## config.mk

```make
export PLATFORM = sky130hd
export DESIGN_NAME = msi_bus_arbiter
export DESIGN_NICKNAME = d
export VERILOG_FILES = /design/src/rtl/msi_bus_arbiter.sv
export SDC_FILE = /design/constraint.sdc
export NUM_CORES = 1
export LEC_CHECK = 0
export CORE_MARGIN = 2
export CORE_UTILIZATION = 44
export CTS_CLUSTER_SIZE = 20
export DETAILED_ROUTE_END_ITERATION = 8
export PLACE_DENSITY = 0.86
export SETUP_SLACK_MARGIN = 0.5
export SYNTH_ARGS = -nofsm -noshare
export SYNTH_HDL_FRONTEND = slang
export SYNTH_SLANG_ARGS = --single-unit
```

## constraint.sdc

```tcl
create_clock -name clk -period 5.2 [get_ports clk]
set_input_delay 1.04 -clock clk [delete_from_list [all_inputs] [get_ports clk]]
set_output_delay 1.04 -clock clk [all_outputs]
set_load 0.05 [all_outputs]
```

## src/rtl/msi_bus_arbiter.sv

```systemverilog
// Snooping-bus controller for MSI caches: round-robin arbitration, broadcast, snoop collection, write-back/fill.
// Optional snoop watchdog enabled by defining MSI_BUS_TIMEOUT_EN.
module msi_bus_arbiter #(
   parameter int N_CACHES      = 4,
   parameter int ADDR_W        = 8,
   parameter int SNOOP_TIMEOUT = 16
) (
   input  logic                         clk,
   input  logic                         reset,
   input  logic [N_CACHES-1:0]          req,
   input  logic [2*N_CACHES-1:0]        req_op,
   input  logic [N_CACHES*ADDR_W-1:0]   req_addr,
   output logic [N_CACHES-1:0]          grant,
   output logic                         bus_valid,
   output logic [1:0]                   bus_op,
   output logic [ADDR_W-1:0]            bus_addr,
   output logic [$clog2(N_CACHES)-1:0]  bus_src,
   input  logic [N_CACHES-1:0]          snoop_ack,
   input  logic [N_CACHES-1:0]          snoop_flush,
   output logic                         mem_req,
   output logic                         mem_we,
   input  logic                         mem_ready,
   output logic [N_CACHES-1:0]          done,
   output logic                         bus_err,
   output logic [2:0]                   dbg_state
);
   localparam int SRC_W = $clog2(N_CACHES);
   localparam logic [1:0] OP_INV = 2'b00;
   localparam logic [1:0] OP_ILL = 2'b11;

   typedef enum logic [2:0] {S_IDLE, S_BCAST, S_SNOOP, S_WB, S_FILL, S_DONE} state_t;

   if (N_CACHES < 2 || N_CACHES > 8 || SNOOP_TIMEOUT < 1) begin : g_bad_cfg
      $error("msi_bus_arbiter: unsupported parameter setting");
   end

   state_t              state_q, state_d;
   logic [SRC_W-1:0]    rr_q, rr_d, src_q, src_d;
   logic [N_CACHES-1:0] grant_q, grant_d, ack_acc_q, ack_acc_d, flush_acc_q, flush_acc_d;
   logic [1:0]          op_q, op_d;
   logic [ADDR_W-1:0]   addr_q, addr_d;
   logic                err_q, err_d;

   logic                win_found;
   logic [SRC_W-1:0]    win_idx;
   logic [N_CACHES-1:0] mask, ack_all, flush_all;
   logic                covered, timeout;

   // The owner never snoops its own broadcast, so only the other caches must ack.
   assign mask      = ~grant_q;
   assign ack_all   = ack_acc_q | snoop_ack;
   assign flush_all = flush_acc_q | (snoop_ack & snoop_flush);
   assign covered   = ((ack_all & mask) == mask);

`ifdef MSI_BUS_TIMEOUT_EN
   localparam int CNT_W = $clog2(SNOOP_TIMEOUT + 1);
   logic [CNT_W-1:0] cnt_q, cnt_d;
   assign timeout = !covered && (cnt_q == CNT_W'(SNOOP_TIMEOUT - 1));
`else
   assign timeout = 1'b0;
`endif

   always_comb begin
      win_found = 1'b0;
      win_idx   = '0;
      for (int i = 0; i < N_CACHES; i++) begin
         if (!win_found && req[(int'(rr_q) + i) % N_CACHES]) begin
            win_found = 1'b1;
            win_idx   = SRC_W'((int'(rr_q) + i) % N_CACHES);
         end
      end
   end

   always_ff @(posedge clk) begin
      if (reset) begin
         state_q     <= S_IDLE;
         rr_q        <= '0;
         src_q       <= '0;
         grant_q     <= '0;
         ack_acc_q   <= '0;
         flush_acc_q <= '0;
         op_q        <= '0;
         addr_q      <= '0;
         err_q       <= 1'b0;
`ifdef MSI_BUS_TIMEOUT_EN
         cnt_q       <= '0;
`endif
      end else begin
         state_q     <= state_d;
         rr_q        <= rr_d;
         src_q       <= src_d;
         grant_q     <= grant_d;
         ack_acc_q   <= ack_acc_d;
         flush_acc_q <= flush_acc_d;
         op_q        <= op_d;
         addr_q      <= addr_d;
         err_q       <= err_d;
`ifdef MSI_BUS_TIMEOUT_EN
         cnt_q       <= cnt_d;
`endif
      end
   end

   always_comb begin
      state_d     = state_q;
      rr_d        = rr_q;
      src_d       = src_q;
      grant_d     = grant_q;
      ack_acc_d   = ack_acc_q;
      flush_acc_d = flush_acc_q;
      op_d        = op_q;
      addr_d      = addr_q;
      err_d       = err_q;
`ifdef MSI_BUS_TIMEOUT_EN
      cnt_d       = cnt_q;
`endif
      unique case (state_q)
         S_IDLE: begin
            if (win_found) begin
               state_d          = S_BCAST;
               grant_d          = '0;
               grant_d[win_idx] = 1'b1;
               op_d             = req_op[2*int'(win_idx) +: 2];
               addr_d           = req_addr[ADDR_W*int'(win_idx) +: ADDR_W];
               src_d            = win_idx;
               rr_d             = (win_idx == SRC_W'(N_CACHES - 1)) ? '0 : win_idx + 1'b1;
               ack_acc_d        = '0;
               flush_acc_d      = '0;
               err_d            = 1'b0;
            end
         end
         S_BCAST: begin
            if (op_q == OP_ILL) begin
               state_d = S_DONE;
               err_d   = 1'b1;
            end else begin
               state_d = S_SNOOP;
            end
`ifdef MSI_BUS_TIMEOUT_EN
            cnt_d = '0;
`endif
         end
         S_SNOOP: begin
            ack_acc_d   = ack_all;
            flush_acc_d = flush_all;
`ifdef MSI_BUS_TIMEOUT_EN
            cnt_d = cnt_q + 1'b1;
`endif
            if (covered) begin
               if (|(flush_all & mask)) state_d = S_WB;
               else if (op_q == OP_INV) state_d = S_DONE;
               else                     state_d = S_FILL;
            end else if (timeout) begin
               state_d = S_DONE;
               err_d   = 1'b1;
            end
         end
         S_WB: begin
            if (mem_ready) state_d = (op_q == OP_INV) ? S_DONE : S_FILL;
         end
         S_FILL: begin
            if (mem_ready) state_d = S_DONE;
         end
         S_DONE: begin
            state_d     = S_IDLE;
            grant_d     = '0;
            op_d        = '0;
            addr_d      = '0;
            src_d       = '0;
            ack_acc_d   = '0;
            flush_acc_d = '0;
            err_d       = 1'b0;
         end
         default: state_d = S_IDLE;
      endcase
   end

   always_comb begin
      grant     = grant_q;
      bus_valid = (state_q == S_BCAST);
      bus_op    = op_q;
      bus_addr  = addr_q;
      bus_src   = src_q;
      mem_req   = (state_q == S_WB) || (state_q == S_FILL);
      mem_we    = (state_q == S_WB);
      done      = (state_q == S_DONE) ? grant_q : '0;
      bus_err   = (state_q == S_DONE) && err_q;
      dbg_state = state_q;
   end
endmodule

```

Yosys cells after proc, flatten, opt, wreduce, memory -nomap -nowiden --
Index checks and enable logic that the tools add are counted.
Storage, ports and cells: input port bits 55, output and inout port bits 27, register bits 30, logic and storage cells 111
Cells by class: shift operators 2, equality and inequality tests 13, bitwise gates (word level) 9, $lt $le $gt $ge 6, mux-type cells 45, reduce and logical (&&, ||, !) cells 23, add/sub/neg operators 4
Operators by type and width (number):
- $shiftx 32x6->8 | 1
- $pmux 4 s3 | 2
- $mux 3 | 6
- $pmux 8 s2 | 1
- $mux 1 | 15
- $pmux 3 s5 | 1
- $mux 2 | 7
- $and 4x4->4 | 3
- $lt 3x4->1 const B | 3
- $mux 4 | 3
- $bmux 1 s2 | 4
- $mux 8 | 1
- $or 4x4->4 | 2
- $pmux 2 s2 | 2
- $pmux 4 s2 | 1
- $shiftx 8x4->2 | 1
- $eq 3x2->1 const B | 2
- $eq 3x3->1 const B | 2
- $lt 2x3->1 const B | 2
- $ne 2x2->1 const B | 3
- $reduce_and 2->1 | 3
- $reduce_bool 3->1 | 2
- $reduce_or 2->1 | 3
- $logic_and 1x1->1 | 5
- other kinds (19) | 27

Longest topological paths before layout --
Gate-level depths: netlist (run 1).
depth after elaboration 20, gate-level depth with buffers 9, gate-level depth less buffers 7

Least setup slack after synthesis (run 1) --
Ideal clock, no wire load.
path kind reg2out, start point register state_q[0], in the netlist dbg_state[0], end point output port mem_req, required time 4.160 ns, path slack 2.348 ns, buffers on the path 0, stages on the path, launching flop included 6, arrival 1.812 ns, path through dfxtp_1 and2b_1 nand2_1 inv_1 a21oi_1 inv_1
Between the ends: word-level cells in the longest chain between the ends 2, elaborated cells on any way between the ends 3, those cells by class eq/ne: 2; reduce/logical: 1
Ends and longest elaborated chain:
- from (decl) | RTL line 37 | state_t state_q, state_d;
- from (signal assigned) | RTL line 89 | state_q <= state_d;
- $eq 3x2->1
- net mem_we | RTL line 21 | output logic mem_we,
- $logic_or 1x1->1 | RTL line 184 | mem_req = (state_q == S_WB) || (state_q == S_FILL);
- to (decl) | RTL line 20 | output logic mem_req,
The timed path passes the listed nets, and every way through them passes these cells.

Worst setup path in the final report (run 1) --
start point register state_q[0], in the netlist dbg_state[0], end point output port done[1]
Between the ends: word-level cells in the longest chain between the ends 2
Ends and longest elaborated chain:
- $eq 3x3->1 | RTL line 186 | done = (state_q == S_DONE) ? grant_q : '0;
- $mux 4 | RTL line 186
- to (decl) | RTL line 23 | output logic [N_CACHES-1:0] done,
Every way passes these cells.

==> results.py, run 1 <==
metrics = {
    "clock_network": {
        "cts_hold_buf": 0,
        "insertion_delay_ns": 0.28,
        "cts_buffers": 5,
        "h-tree-depth": 2,
        "clock_path_buffers": 2,
        "numClockSinks": 30,
        "cts_resized": 0,
        "cts-root-buf": "clkbuf_8",
        "clk_pin_slew_ns": 0.06,
        "cts_tree": "done",
        "cts_setup_buffers": 0,
    },
    "worst_setup_path": {
        "start_kind": "flip-flop",
        "cpMaxStageDelayCell": "clkdlybuf4s50_1",
        "worst-r2r-cell-count": 5,
        "cp.required_ns": 4.16,
        "path_class": "reg2out",
        "cp.depth": 3,
        "arrival_ns": 2.27,
        "path_max_fanout": 10,
        "slowest_delay_ns": 0.79,
        "cp_cell_sequence": "nor2b_1 > and3_1 > clkdlybuf4s50_1",
        "endpoint_kind": "primary output",
        "cp_top_family": "buffers and inverters",
        "worst-path-buf-inv": 1,
    },
    "power": {
        "power_mw": 1.50,
        "peakVddDrop_uv": 283,
        "power.density_nw_per_um2": 580,
        "p_leak_nw": 1.01,
    },
    "timing": {
        "drv_slew": 0,
        "max_freq_ghz": 0.302,
        "setup_tns_ns": 0,
        "relSlewSlack": 0.496,
        "tightest_slew_ns": 0.756,
        "setup_viol": 0,
        "rsz0062_at_grt": "no",
        "finalHoldViolCount": 0,
        "fin_worst_skew_ns": 0.00273,
        "fin_crit_ns": 3.31,
        "fin_crit_sh": 0.637,
    },
    "die": {
        "start_util": 0.459,
        "coreArea_sq_um": 3690,
        "die_y_um": 66.0,
        "die-area_sq_um": 4360,
        "num_io_pins": 82,
        "die_x_um": 66.0,
        "rows": 22,
    },
    "synthesis": {
        "synthTopCellsByArea": "dfxtp_1 (36%), mux2i_1 (13%), a21oi_1 (6.5%)",
        "async_flop_share": 0,
        "synth_largest_area_cell": "dfxtp_1",
        "synth_nets": 260,
        "netlist_area_sq_um": 1690,
        "syn-mean-instance-area_sq_um": 8.42,
        "synthFlopType": "dfxtp_1",
        "synth.top_cell.area_share": 0.355,
        "synth_edf_count": 0,
        "ys_warn_count": 0,
        "ys_seq_area_frac": 0.355,
        "postSynthCellCount": 201,
        "synth-seq-cells": 30,
        "netlist-cell-type-count": 40,
    },
    "place": {
        "numPortBuffers": 81,
        "place.gp.congestion": 0.869,
        "dpl.cell_count": 321,
        "dp_hpwl_um": 3440,
    },
    "finish": {
        "area_growth_pct": 53.0,
        "fin_nets": 339,
        "diodes": 0,
        "seq_area_sq_um": 601,
        "multi_input_comb_area_sq_um": 1000,
        "drive_gt1_frac": 0.0464,
        "final_cells": 328,
        "fillers": 321,
    },
    "routing": {
        "top_layer_used": "met4",
        "wl_met1_um": 2010,
        "dr_wl_met3_um": 345,
        "wl_per_cell_um": 13.8,
        "met2_wirelength_um": 2110,
        "dr.pass1.iters": 4,
        "via_per_inst": 5.52,
        "vias": 1811,
        "drt-total-wl_um": 4510,
        "drc_errors": 0,
        "ant_nets": 0,
        "drtIter0Drc": 183,
    },
    "global_route": {
        "gr-total-overflow": 0,
        "grt_pass1_vias": 1743,
        "track_usage": 0.225,
        "antenna_found_initial": 0,
        "grt_pass1_wl_um": 7600,
        "grt_max_degree": 25,
    },
    "flow_run": {
        "maxCapViolCount": 0,
    },
    "min_path": {
        "hold_depth": 2,
        "min_path_type": "reg2reg",
    },
    "run_status": {
        "outcome": "finished, final reports clean",
    },
}
worst register-to-register path, delay by kind of cell (launching register included):
family | cells | cell delay (ns)
AO/OA/AOI/OAI | 1 | 0.25
flip-flops | 1 | 0.46
AND/OR/NAND/NOR | 4 | 1.36
final timing paths:
path	slack [ns]	startpoint	endpoint
hold reg to reg	0.47	flush_acc_q[0]	flush_acc_q[0]
hold / removal	0.47	flush_acc_q[0]	flush_acc_q[0]
setup / recovery	1.89	dbg_state[0]	done[1]
setup reg to reg	3.04	dbg_state[2]	bus_addr[3]
final cells by class:
class                           instances  share of cell area
Tap cell                               48              0.0232
Sequential cell                        30               0.232
Clock buffer                            7              0.0295
Multi-Input combinational cell        153               0.388
Inverter                                8              0.0116
Timing Repair Buffer                   82               0.316
report_power, final:
part | leakage, nW | switching (mW) | total, mW | internal (mW)
combinational | 0.725 | 0.570 | 0.907 | 0.337
clock | 0.0383 | 0.0828 | 0.175 | 0.0919
sequential | 0.246 | 0.0998 | 0.420 | 0.320
total | 1.01 | 0.752 | 1.50 | 0.749
state kept, by name (all words and copies together), names as in the netlist:
name	count
ack_acc_q	4
bus_addr	8
bus_op	2
bus_src	2
dbg_state	3
err_q	1
flush_acc_q	4
grant	4
rr_q	2
metal layers:
| layer | up-vias | track usage |
|---|---|---|
| met3 | 6 | 0.0818 |
| li1 | 898 | - |
| met1 | 839 | 0.273 |
| met2 | 68 | 0.366 |
| met5 | - | 0 |
| met4 | 0 | 0.0791 |
cells by family (layout without fill, tap and decap cells):
group / after synthesis / count (layout) / synth area share
AO/OA/AOI/OAI: 55 / 55 / 0.220
adder cells (fa/ha/maj): 4 / 4 / 0.0296
buffers and inverters: 18 / 97 / 0.0518
flip-flops: 30 / 30 / 0.355
multiplexers: 22 / 22 / 0.130
AND/OR/NAND/NOR: 72 / 72 / 0.214
metrics by stage:
stage          cell area, sq um  hold WS [ns]   util  setup slack [ns]
6_report                   2590         0.467  0.702              1.89
5_1_grt                    2590         0.489  0.702              1.77
4_1_cts                    2590         0.471  0.702              1.87
3_5_place_dp               2510         0.456  0.681              1.93
3_3_place_gp               2510         0.444  0.681              2.07
2_1_floorplan              1690         0.437      -              2.35
layout by cell type (no fill, tap or decap), types with 2 or more instances in the layout:
| cell type | Yosys | routed |
|---|---|---|
| clkdlybuf4s50_1 | 0 | 81 |
| dfxtp_1 | 30 | 30 |
| nand2_1 | 25 | 25 |
| mux2i_1 | 22 | 22 |
| a21oi_1 | 22 | 22 |
| nor2_1 | 15 | 15 |
| o221ai_1 | 10 | 10 |
| inv_1 | 8 | 8 |
| o21ai_0 | 6 | 6 |
| nor3_1 | 6 | 6 |
| and3_1 | 5 | 5 |
| nand3_1 | 5 | 5 |
| clkbuf_8 | 0 | 5 |
| nand2b_1 | 4 | 4 |
| a31oi_1 | 4 | 4 |
| ha_1 | 4 | 4 |
| o22ai_1 | 3 | 3 |
| nor4_1 | 2 | 2 |
| clkbuf_1 | 4 | 2 |
synth_stat cells (all sizes together) (2+ instances only):
cell	count
nand3	5
o221ai	11
or2	2
ha	4
o22ai	3
nand2b	4
nor4	3
and3	5
mux2i	22
dfxtp	30
clkbuf	5
a31oi	4
o21ai	6
nor2	16
buf	5
inv	8
nor3	7
nand2	26
a21oi	22
(Power assumes the default switching activity.)
==> run 2, diff against run 1 <==
--- a/config.mk
+++ b/config.mk
@@ -6,10 +6,10 @@
 export NUM_CORES = 1
 export LEC_CHECK = 0
 export CORE_MARGIN = 2
-export CORE_UTILIZATION = 44
+export CORE_UTILIZATION = 41
 export CTS_CLUSTER_SIZE = 20
 export DETAILED_ROUTE_END_ITERATION = 8
-export PLACE_DENSITY = 0.86
+export PLACE_DENSITY = 0.81
 export SETUP_SLACK_MARGIN = 0.5
 export SYNTH_ARGS = -nofsm -noshare
 export SYNTH_HDL_FRONTEND = slang
==> constraint.sdc (replaced) <==
create_clock -name clk -period 3.4 [get_ports clk]
set_input_delay 0.68 -clock clk [delete_from_list [all_inputs] [get_ports clk]]
set_output_delay 0.68 -clock clk [all_outputs]
set_load 0.05 [all_outputs]
==> results.py, run 2 (synthesis results as in run 1) <==
metrics = {
    "run_status": {
        "outcome": "finished, final reports clean",
    },
    "timing": {
        "finalHoldViolCount": 0,
        "relSlewSlack": 0.616,
        "drv_slew": 0,
        "setup_viol": 0,
        "fin_crit_ns": 2.75,
        "rsz0062_at_grt": "no",
        "fin_worst_skew_ns": 0.00323,
        "tightest_slew_ns": 0.571,
        "hold_slack_ns": 0.474,
        "fin_crit_sh": 0.810,
        "max_freq_ghz": 0.363,
        "setup_tns_ns": 0,
    },
    "finish": {
        "fin_nets": 341,
        "area_growth_pct": 55.9,
        "multi_input_comb_area_sq_um": 1010,
        "largest_reg_flops": 8,
        "design_area_sq_um": 2640,
        "utilization": 0.664,
        "diodes": 0,
        "drive_gt1_frac": 0.0671,
        "final_common_cell": "clkdlybuf4s50_1",
        "seq_area_sq_um": 602,
        "final_cell_mix": "clkdlybuf4s50_1 (76), dfxtp_1 (29), nand2_1 (25), mux2i_1 (22), a21oi_1 (22)",
        "fillers": 344,
    },
    "die": {
        "die-area_sq_um": 4660,
        "die_y_um": 68.2,
        "die_x_um": 68.2,
        "start_util": 0.426,
        "rows": 23,
        "coreArea_sq_um": 3970,
        "num_io_pins": 82,
    },
    "clock_network": {
        "h-tree-depth": 2,
        "cts_hold_buf": 0,
        "clk_pin_slew_ns": 0.06,
        "clock_path_buffers": 2,
        "numClockSinks": 30,
        "cts_buffers": 5,
        "insertion_delay_ns": 0.28,
        "cts_setup_buffers": 0,
        "cts_tree": "done",
        "cts-root-buf": "clkbuf_8",
    },
    "min_path": {
        "min_path_type": "reg2reg",
    },
    "routing": {
        "drtIter0Drc": 166,
        "ant_nets": 0,
        "via_per_inst": 5.49,
        "dr.pass1.iters": 4,
        "wl_per_cell_um": 13.9,
        "drt-total-wl_um": 4640,
        "drc_errors": 0,
        "vias": 1827,
    },
    "worst_setup_path": {
        "r2r-end": "bus_op[0]",
        "path_max_fanout": 18,
        "start_kind": "flip-flop",
        "cp.required_ns": 2.72,
        "regToRegSetupSlack_ns": 1.33,
        "endpoint_kind": "primary output",
        "path_class": "reg2out",
        "r2r-start": "dbg_state[2]",
        "arrival_ns": 2.07,
        "worst-r2r-cell-count": 5,
        "startpoint": "dbg_state[2]",
        "cp-endpoint": "mem_req",
    },
    "global_route": {
        "antenna_found_initial": 0,
        "grt.busiest_layer": "met2",
        "track_usage": 0.214,
        "use_met2": 0.374,
        "use_met1": 0.253,
        "gr-total-overflow": 0,
        "grt_pass1_wl_um": 7620,
        "grt_max_degree": 25,
        "use_met3": 0.0724,
        "grt_pass1_vias": 1763,
    },
    "place": {
        "post_dp_cell_area_sq_um": 2530,
        "numPortBuffers": 81,
        "dp_hpwl_um": 3570,
        "place.gp.congestion": 0.776,
    },
    "power": {
        "sw_frac_of_total": 0.496,
        "peakVddDrop_uv": 481,
        "p_seq_frac": 0.263,
        "p_leak_nw": 1.12,
        "combPwrFrac": 0.610,
        "p_int_mw": 1.19,
        "switchingPower_mw": 1.16,
        "power.density_nw_per_um2": 891,
        "clockPowerShare": 0.127,
    },
    "flow_run": {
        "maxCapViolCount": 0,
    },
}
[run 2: changes by cell type in the layout (fill, tap and decap cells not counted), sizes merged]
| cell | delta |
|---|---|
| dlymetal6s2s | +5 |
| buf | +2 |
| clkinv | +1 |
| clkdlybuf4s50 | -5 |
[run 2: critical path, cell delays in order, from the launching register on]
cell and delay [ns]:
dfxtp_2 0.49, and2b_1 0.23, nand2_1 0.08, inv_1 0.05
a21oi_1 0.18, inv_1 0.06, clkdlybuf4s50_1 0.70
[run 2: what timing repair did]
action / in CTS / in global routing
endpoints found under the setup margin: 6 / 5
gates resized for setup: 2 / 5
cloned: 0 / 0
[run 2: routing by layer]
metal / wire [um] / up-vias
met1: 1950 / 838
li1: - / 903
met2: 2250 / 78
met3: 390 / 8
met4: 53 / 0
met5: 0 / -
[run 2: worst min path at each step]
| stage | from | endpoint | depth (start not counted) |
|---|---|---|---|
| floorplan | ack_acc_q[0] | ack_acc_q[0] | 2 |
| global placement | bus_addr[3] | bus_addr[3] | 2 |
| detailed placement | bus_addr[3] | bus_addr[3] | 2 |
| CTS | bus_addr[7] | bus_addr[7] | 2 |
| global route | bus_addr[7] | bus_addr[7] | 2 |
| finish | bus_addr[3] | bus_addr[3] | 2 |
[run 2: cell type report]
type | count | share of cell area
clock buffer | 7 | 0.0327
clock inverter | 1 | 0.00190
inverter | 8 | 0.0114
multi-input combinational | 153 | 0.381
sequential | 30 | 0.228
tap | 50 | 0.0237
timing repair buffer | 84 | 0.321
[run 2: power by group through the flow]
stage | combinational [mW] | clock, mW | sequential (mW)
floorplan | 0.696 | 0 | 0.940
global placement | 1.41 | 0 | 0.617
detailed placement | 1.43 | 0 | 0.621
CTS | 1.43 | 0.303 | 0.618
global route | 1.55 | 0.321 | 0.641
finish | 1.43 | 0.298 | 0.619
[run 2: per-stage QoR]
stage	total power [mW]	cells	setup WS, ns
floorplan	1.64	201	0.908
global placement	2.03	325	0.641
detailed placement	2.05	325	0.518
CTS	2.36	333	0.550
global route	2.51	333	0.527
finish	2.35	333	0.647
==> run 3, diff against run 2 <==
==> constraint.sdc (replaced) <==
create_clock -name clk -period 2.61 [get_ports clk]
set_input_delay 0.522 -clock clk [delete_from_list [all_inputs] [get_ports clk]]
set_output_delay 0.522 -clock clk [all_outputs]
set_load 0.05 [all_outputs]
==> results.py, run 3 (synthesis results as in run 1) <==
metrics = {
    "power": {
        "peakVddDrop_uv": 670,
        "power_mw": 3.11,
        "p_leak_nw": 1.10,
        "power.density_nw_per_um2": 1170,
    },
    "place": {
        "dpl.cell_count": 329,
        "post_dp_cell_area_sq_um": 2560,
        "dp_hpwl_um": 3540,
        "place.gp.congestion": 0.798,
        "numPortBuffers": 81,
    },
    "finish": {
        "largest_reg_flops": 8,
        "fin_nets": 345,
        "final_common_cell": "clkdlybuf4s50_1",
        "design_area_sq_um": 2660,
        "diodes": 0,
        "final_cells": 337,
        "area_growth_pct": 57.2,
        "drive_gt1_frac": 0.115,
        "final_cell_mix": "clkdlybuf4s50_1 (70), dfxtp_1 (27), nand2_1 (25), mux2i_1 (22), a21oi_1 (22)",
        "fillers": 355,
    },
    "die": {
        "num_io_pins": 82,
        "start_util": 0.426,
        "rows": 23,
        "die_y_um": 68.2,
        "die-area_sq_um": 4660,
        "die_x_um": 68.2,
        "coreArea_sq_um": 3970,
    },
    "global_route": {
        "grt_pass1_vias": 1626,
        "gr-total-overflow": 0,
        "grt_pass1_wl_um": 7360,
        "grt_max_degree": 21,
        "antenna_found_initial": 0,
        "track_usage": 0.212,
    },
    "worst_setup_path": {
        "start_kind": "flip-flop",
        "r2r-end": "bus_addr[5]",
        "cpMaxStageDelayCell": "clkdlybuf4s50_1",
        "cp_top_family": "buffers and inverters",
        "path_class": "reg2out",
        "cp.required_ns": 2.09,
        "cp_cell_sequence": "clkdlybuf4s50_1",
        "r2r-start": "dbg_state[2]",
        "worst-r2r-cell-count": 6,
        "arrival_ns": 1.53,
        "slowest_delay_ns": 0.84,
        "worst-path-buf-inv": 1,
        "cp.depth": 1,
        "endpoint_kind": "primary output",
        "regToRegSetupSlack_ns": 0.78,
        "path_max_fanout": 5,
    },
    "run_status": {
        "outcome": "finished, final reports clean",
    },
    "min_path": {
        "hold_depth": 2,
        "worstHoldStart": "bus_src[1]",
        "hold_end": "bus_src[1]",
        "min_path_type": "reg2reg",
    },
    "routing": {
        "drt-total-wl_um": 4640,
        "ant_nets": 0,
        "vias": 1804,
        "drtIter0Drc": 108,
        "dr.pass1.iters": 4,
        "wl_per_cell_um": 13.8,
        "via_per_inst": 5.35,
        "drc_errors": 0,
    },
    "clock_network": {
        "cts_setup_buffers": 0,
        "cts_buffers": 5,
        "h-tree-depth": 2,
        "cts-root-buf": "clkbuf_8",
        "insertion_delay_ns": 0.29,
        "clock_path_buffers": 2,
        "numClockSinks": 30,
        "cts_tree": "done",
        "clk_pin_slew_ns": 0.06,
    },
    "flow_run": {
        "maxCapViolCount": 0,
    },
    "timing": {
        "setup_tns_ns": 0,
        "rsz0062_at_grt": "no",
        "tightest_slew_ns": 0.525,
        "fin_crit_sh": 0.785,
        "fin_worst_skew_ns": 0.00944,
        "relSlewSlack": 0.648,
        "drv_slew": 0,
        "setup_viol": 0,
        "max_freq_ghz": 0.488,
        "fin_crit_ns": 2.05,
        "finalHoldViolCount": 0,
    },
}
[run 3: how the worst max path moves through the flow]
stage / start / endpoint / slack [ns]
2_1_floorplan: dbg_state[0] / mem_req / 0.53
3_3_place_gp: req[0] / bus_op[0] / 0.22
3_5_place_dp: req[0] / bus_addr[5] / 0.15
4_1_cts: dbg_state[0] / mem_req / 0.42
5_1_grt: req[2] / bus_addr[7] / 0.51
6_report: grant[3] / grant[3] / 0.56
[run 3: repair_timing]
action                     4_1_cts  5_1_grt
resized for setup                6        9
hold buffers                     0        0
setup endpoints to repair       15       22
[run 3: per-layer routing]
metal	share of wire	track usage
met1	0.44	0.258
met2	0.48	0.358
met3	0.071	0.0609
met4	0.013	0.0675
met5	0	0
[run 3: cell type report]
type                    count  area (sq um)  area share
clock buffers               7          86.3      0.0325
clock inverters             1          5.00     0.00188
inverters                   8          30.0      0.0113
multi-input cells         153          1020       0.383
flip-flops and latches     30           604       0.227
well taps                  50          62.6      0.0235
repair buffers             88           853       0.321
[run 3: where the power goes]
group | switching, mW | internal [mW]
clock | 0.179 | 0.212
sequential | 0.177 | 0.642
combinational | 1.18 | 0.717
[run 3: stage by stage]
step / util / hold slack (ns) / worst slack, ns
floorplan: - / 0.437 / 0.533
global placement: 0.646 / 0.444 / 0.217
detailed placement: 0.646 / 0.456 / 0.151
CTS: 0.668 / 0.470 / 0.421
global route: 0.670 / 0.492 / 0.507
finish: 0.670 / 0.469 / 0.560
==> RTL edit, RTL diff (settings of run 3) <==
Make the reset (`reset`) asynchronous in one clocked block.
--- a/src/rtl/msi_bus_arbiter.sv
+++ b/src/rtl/msi_bus_arbiter.sv
@@ -73,3 +73,3 @@
 
-   always_ff @(posedge clk) begin
+   always_ff @(posedge clk or posedge reset) begin
       if (reset) begin
Formal check against the unedited RTL: differs if reset is asserted again (counterexample within 4 cycles, from zero or initial values and one cycle with reset high); with reset held inactive, the same outputs for 4 cycles.
==> RTL edit against run 3 <==
Power grew 17%; sequential cell count is the same; setup slack lost 0.0041 ns; die area grew 12%; wire length grew 29%; hold slack gained 0.011 ns; count of clock-buffer cells in the layout is the same; area after synthesis grew 13%; core utilization grew 2.2 points; cell area grew 15%; final cell count grew 8.0%; critical endpoint is now grant[2]; largest cell class unchanged; highest routed layer unchanged.
==> RTL edit: results (changes against run 3) <==
Synth
  • Share of flip-flops with an asynchronous set or reset: 1.00 (+1.00)
  • Adder-Cell Fraction of Synth Area: 0.0262 (-0.00334)
  • Synthesized Nets: 276 (+6.2%)
  • Unique masters post-synth: 42 (+5.0%)
  • Multiplexer area fraction after synthesis: 0 (-0.130)
  • Post-synth top flop: dfrtp_1
  • Gate Count Post-Synth: 217 (+8.0%)
  • Post-synthesis sequential area ratio: 0.394 (+0.0387)
  • Top cells by area, synth: dfrtp_1 (39%), a211oi_1 (6.7%), nand2_1 (5.5%), o31ai_1 (4.7%), and3_1 (4.3%)
  • Most instantiated cells after synthesis: dfrtp_1 (30), nand2_1 (28), a211oi_1 (17)

Routing
  • Routed WL: 6000 µm (+29%)
  • Wirelength per Cell: 16.5 µm (+20%)
  • 1st-iter DRT viols: 167 (+55%)
  • Vias post-DR: 2,121 (+18%)

Timing
  • Setup Skew: 0.00823 ns (-0.00121 ns)
  • Worst slew margin: 0.647 (about the same)

Critical path
  • Reg2Reg Launch Point: rr_q[0]
  • End point of the critical path: grant[2]
  • Critical path launch point: grant[2]
  • RR Endpoint: bus_op[1]

Power
  • Internal power: 1.85 mW (+18%)
  • Leakage: 1.38 nW (+25%)
  • Maximum vdd ir drop: 637 µV (-5.0%)

Clocking
  • CTS buffer count: 5 (unchanged)

Final layout
  • Fillers: 349 (-1.7%)
  • Layout cells sized above 1: 0.250 (+0.135)

Global route
  • GR Util All Layers: 0.240 (+0.0288)
  • Vias in the first global route: 2,042 (+26%)
  • Largest net degree at the start of global routing: 31 (+48%)
  • First-pass GRT wire length: 9750 µm (+32%)

Place
  • Final HPWL DP: 4120 µm (+16%)

Outcome
  • Status: complete, no violations
RTL edit: cell types whose count changed in the layout (fill, tap and decap cells not counted), sizes merged, moves of 15 or more:
cell / before / now
a211oi: 0 / 20
and3: 5 / 20
buf: 12 / 28
dfrtp: 0 / 30
dfxtp: 30 / 0
mux2i: 22 / 0
RTL edit: logic make-up after synthesis:
logic type	after synthesis
simple gates	90
compound gates	71
flops	30
buf+inv	22
fa+ha+maj	4
RTL edit: worst min-delay path by stage:
stage,from,end,slack (ns),cells past startpoint
3_3_place_gp,bus_addr[6],bus_addr[6],0.46,2
6_report,bus_addr[4],bus_addr[4],0.48,2
3_5_place_dp,bus_addr[4],bus_addr[4],0.47,2
2_1_floorplan,ack_acc_q[1],ack_acc_q[1],0.45,2
4_1_cts,bus_addr[4],bus_addr[4],0.48,2
5_1_grt,ack_acc_q[1],ack_acc_q[1],0.51,2
RTL edit: per-stage QoR:
step | worst slack (ns) | area (µm²)
2_1_floorplan | 0.497 | 1930
3_3_place_gp | 0.110 | 2800
3_5_place_dp | 0.0681 | 2800
4_1_cts | 0.419 | 3030
5_1_grt | 0.505 | 3060
6_report | 0.556 | 3060
RTL edit: routing by layer:
layer / wire length, µm / GRT usage
met1: 2460 / 0.303
met2: 3050 / 0.404
met3: 279 / 0.0403
met4: 210 / 0.107
met5: 0 / 0
RTL edit: layout make-up:
| type | count | share of cell area |
|---|---|---|
| multi-input combinational | 166 | 0.363 |
| timing repair buffer | 103 | 0.330 |
| sequential | 30 | 0.247 |
| clock buffer | 7 | 0.0283 |
| tap | 52 | 0.0213 |
| inverter | 5 | 0.00860 |
| clock inverter | 1 | 0.00164 |
RTL edit: power by group through the flow:
stage | combinational [mW] | clock [mW] | sequential [mW]
2_1_floorplan | 1.11 | 0 | 1.26
3_3_place_gp | 2.16 | 0 | 0.864
3_5_place_dp | 2.19 | 0 | 0.873
4_1_cts | 2.32 | 0.390 | 0.873
5_1_grt | 2.55 | 0.418 | 0.900
6_report | 2.38 | 0.381 | 0.866
RTL edit: repair_timing:
item / in CTS / in global routing
setup buffers: 5 / 4
resized for setup: 26 / 13
setup endpoints to repair: 22 / 20
gates cloned: 2 / 0
pin swaps: 4 / 4
